==> src/rtl/sat_counter.sv <==
// Saturating up-counter with synchronous clear.
// Latency: count visible one edge after inc.
// Backpressure: none; holds at all-ones once saturated.
module sat_counter #(
    parameter int W = 16
) (
    input  logic         clk,
    input  logic         reset,
    input  logic         clear,
    input  logic         inc,
    output logic [W-1:0] cnt
);

    always_ff @(posedge clk or negedge reset) begin
        if (!reset) begin
            cnt <= '0;
        end else if (clear) begin
            cnt <= '0;
        end else if (inc && (cnt != '1)) begin
            cnt <= cnt + 1'b1;
        end
    end

endmodule

==> config.mk <==
export PLATFORM = sky130hd
export DESIGN_NAME = sat_counter
export DESIGN_NICKNAME = d
export VERILOG_FILES = /design/src/rtl/sat_counter.sv
export SDC_FILE = /design/constraint.sdc
export NUM_CORES = 1
export LEC_CHECK = 0
export CAP_MARGIN = 5
export CORE_ASPECT_RATIO = 1.2
export CORE_UTILIZATION = 48
export DETAILED_ROUTE_END_ITERATION = 8
export GPL_ROUTABILITY_DRIVEN = 0
export PLACE_DENSITY_LB_ADDON = 0.2
export SETUP_SLACK_MARGIN = 0.5
export SLEW_MARGIN = 20
export SYNTH_ARGS = -nofsm -noshare
export SYNTH_HDL_FRONTEND = slang
export SYNTH_SLANG_ARGS = --single-unit
==> constraint.sdc <==
create_clock -name clk -period 1.9 [get_ports clk]
set_input_delay 0.285 -clock clk [delete_from_list [all_inputs] [get_ports clk]]
set_output_delay 0.285 -clock clk [all_outputs]
set_load 0.1 [all_outputs]
==> impl_metrics.csv <==
group,metric,value,unit
synthesis,synth_edf_count,0,
global_routing,grt-ovfl-total,0,
floorplanning,start_util,50.9,%
route,vias_per_cell,6.46,
outcome,status,"finished, final reports clean",
sta,setup_viol_count_final,0,
flow_run,maxCapViolCount,0,
finish,drive_gt1_share,60.6,%
clocking,cts_root_buffer,"clkbuf_4",
synthesis,synth_nets,103,
synthesis,ys_seq_area_share,42.5,%
finish,largest_reg_flops,16,
synthesis,syn_area,942,µm²
synthesis,ys_top_cells_by_count,"dfrtp_1 (16), a21oi_1 (11), o31ai_1 (7), nand2_1 (6), nand4_1 (6)",
route,totalWireLength,2970,µm
clocking,h-tree-depth,1,
worst_setup_path,required,2120,ps
clocking,numCtsBuffers,3,
floorplanning,io-pin-count,20,
finish,final_nets,144,
sta,rsz0062_at_grt,"yes",
clocking,worstSkewPairLatency,280,ps
synthesis,postSynthAreaPerCell,9.61,µm²
global_routing,grt_pass1_wl,4350,µm
sta,tightest_slew,610,ps
floorplanning,die_h,50.5,µm
finish,diodes,0,
sta,relSlewSlack,59.3,%
worst_setup_path,crit_arrival,2030,ps
sta,max_freq,553,MHz
synthesis,netlist_instances,98,
placed_design,place_hpwl,1780,µm
pwr,power_density,420,mW/mm²
synthesis,yosysMostFrequentCell,"dfrtp_1",
pwr,vdd_drop_max,0.313,mV
floorplanning,dieArea,0.00214,mm²
global_routing,grt_max_degree,17,
finish,utilization,81.7,%
pwr,leakagePower,0.585,nW
worst_setup_path,rr_worst_depth,7,
clocking,cts_tree,"done",
finish,largestRegisters,"cnt x16",
global_routing,grt_usage,27.2,%
synthesis,synth_top_area_cell,"dfrtp_1",
sta,period_share,95.2,%
sta,setup_tns,0,ps
worst_setup_path,crit_type,"flip-flop to flip-flop",
worst_setup_path,r2r-end,"cnt[6]",
route,vias,1008,
finish,area_delta_synth_final,60.6,%
floorplanning,dieWidth,42.4,µm
sta,drv_slew,0,
floorplanning,rows,17,
route,ant_nets,0,
synthesis,synth_seq_cells,16,
clocking,path_clk_slew,100,ps
clocking,cts.sinks,16,
synthesis,synthFlopType,"dfrtp_1",
finish,top_register,"cnt",
global_routing,first_global_vias,935,
synthesis,ys_types,28,
synthesis,synthArstFlopShare,100,%
finish,stdcell_count,156,
worst_setup_path,rrSetupSlack,90,ps
floorplanning,core,0.00185,mm²
sta,fin_skew,7.50,ps
synthesis,yosys-top-cells-area,"dfrtp_1 (42%), a21oi_1 (5.8%), o31ai_1 (5.6%)",
route,drt_iter0_markers,16,
placed_design,dp.cells,139,
synthesis,synth_top_cell_area_share,42.5,%
sta,post-route-min-period,1810,ps
min_path,hold_class,"primary input to async pin",
synthesis,yosysWarnings,0,
sta,hold_viol,0,
worst_setup_path,r2r_start,"cnt[1]",
worst_setup_path,startpoint_type,"flip-flop",
placed_design,port_buffers,19,
placed_design,place_area,0.00122,mm²
route,drc,0,
route,first_pass_iters,4,
worst_setup_path,endpoint_kind,"flip-flop",
route,post_drt_wl_per_cell,19.0,µm
global_routing,antenna_found_initial,0,
worst_setup_path,worstPathMaxFanout,6,
clocking,clk_path_buf_depth,2,
finish,fin_area,0.00151,mm²
-- placed cells by master, fill, tap and decap left out, drive strengths merged --
cell,instances
a21oi,11
and4,2
clkdlybuf4s50,3
o31ai,7
nor2,4
or3,3
a211oi,1
mux2,4
nand2,6
and3,2
nand3b,1
nor2b,4
clkbuf,3
o21ai,4
dfrtp,16
nor4,5
nor3,1
inv,3
or4,7
buf,38
nand3,3
ha,1
o211ai,1
nand4,7
-- timing repair --
action                                  CTS  global route
endpoints found under the setup margin   16            18
setup buffers                             6             8
pin swaps                                13            16
resized for setup                        15            21
hold buffers                              0             0
-- per-stage QoR --
stage                     power (mW)  worst slack [ps]  hold slack [ps]
after floorplan                0.401              23.0            -10.6
after global placement         0.432              63.9              615
after detailed placement       0.434             -16.7              623
after CTS                      0.616               121              313
after global routing           0.654              55.4              355
final                          0.635              91.1              311
-- cells by family after synthesis --
family | after synthesis | share of synthesized area [%]
compound gates | 24 | 16.2
buf+inv | 8 | 3.98
flops | 16 | 42.5
simple gates | 45 | 31.2
fa+ha+maj | 1 | 1.33
mux | 4 | 4.78
-- worst max path at each step --
stage | startpoint | end | slack [ps] | cells after the start
2_1_floorplan | cnt[1] | cnt[14] | 20 | 5
3_3_place_gp | inc | cnt[14] | 60 | 5
3_5_place_dp | inc | cnt[12] | -20 | 5
4_1_cts | cnt[3] | cnt[11] | 120 | 4
5_1_grt | cnt[1] | cnt[6] | 60 | 7
6_report | cnt[1] | cnt[6] | 90 | 7
-- final cells by class --
| type | instances | area (µm²) |
|---|---|---|
| repair buffers | 41 | 355 |
| clock buffers | 3 | 22.5 |
| multi-input cells | 74 | 642 |
| fillers | 113 | 338 |
| flip-flops and latches | 16 | 458 |
| well taps | 19 | 23.8 |
| inverters | 3 | 11.3 |
-- per-layer routing --
| metal | global-route usage, % | part of all wire, % | up-vias |
|---|---|---|---|
| met1 | 32.3 | 39 | 500 |
| li1 | - | - | 457 |
| met5 | 0 | 0 | - |
| met3 | 3.24 | 4.2 | 12 |
| met4 | 14.6 | 3.3 | 0 |
| met2 | 47.4 | 53 | 39 |
-- critical path, cell delays in order (launching register included) --
cell and delay (ps):
dfrtp_4 520, ha_4 190, nand4_4 70, nor4_4 60, buf_4 150, buf_6 120, or4_4 470, a21oi_2 150
-- power by group --
group          leakage, nW  internal (mW)  switching (mW)  total (mW)
Combinational        0.380         0.0428          0.0642       0.107
Clock               0.0138         0.0735           0.105       0.178
Sequential           0.191          0.345         0.00548       0.350
Total                0.585          0.461           0.174       0.635
(Power assumes the default switching activity.)
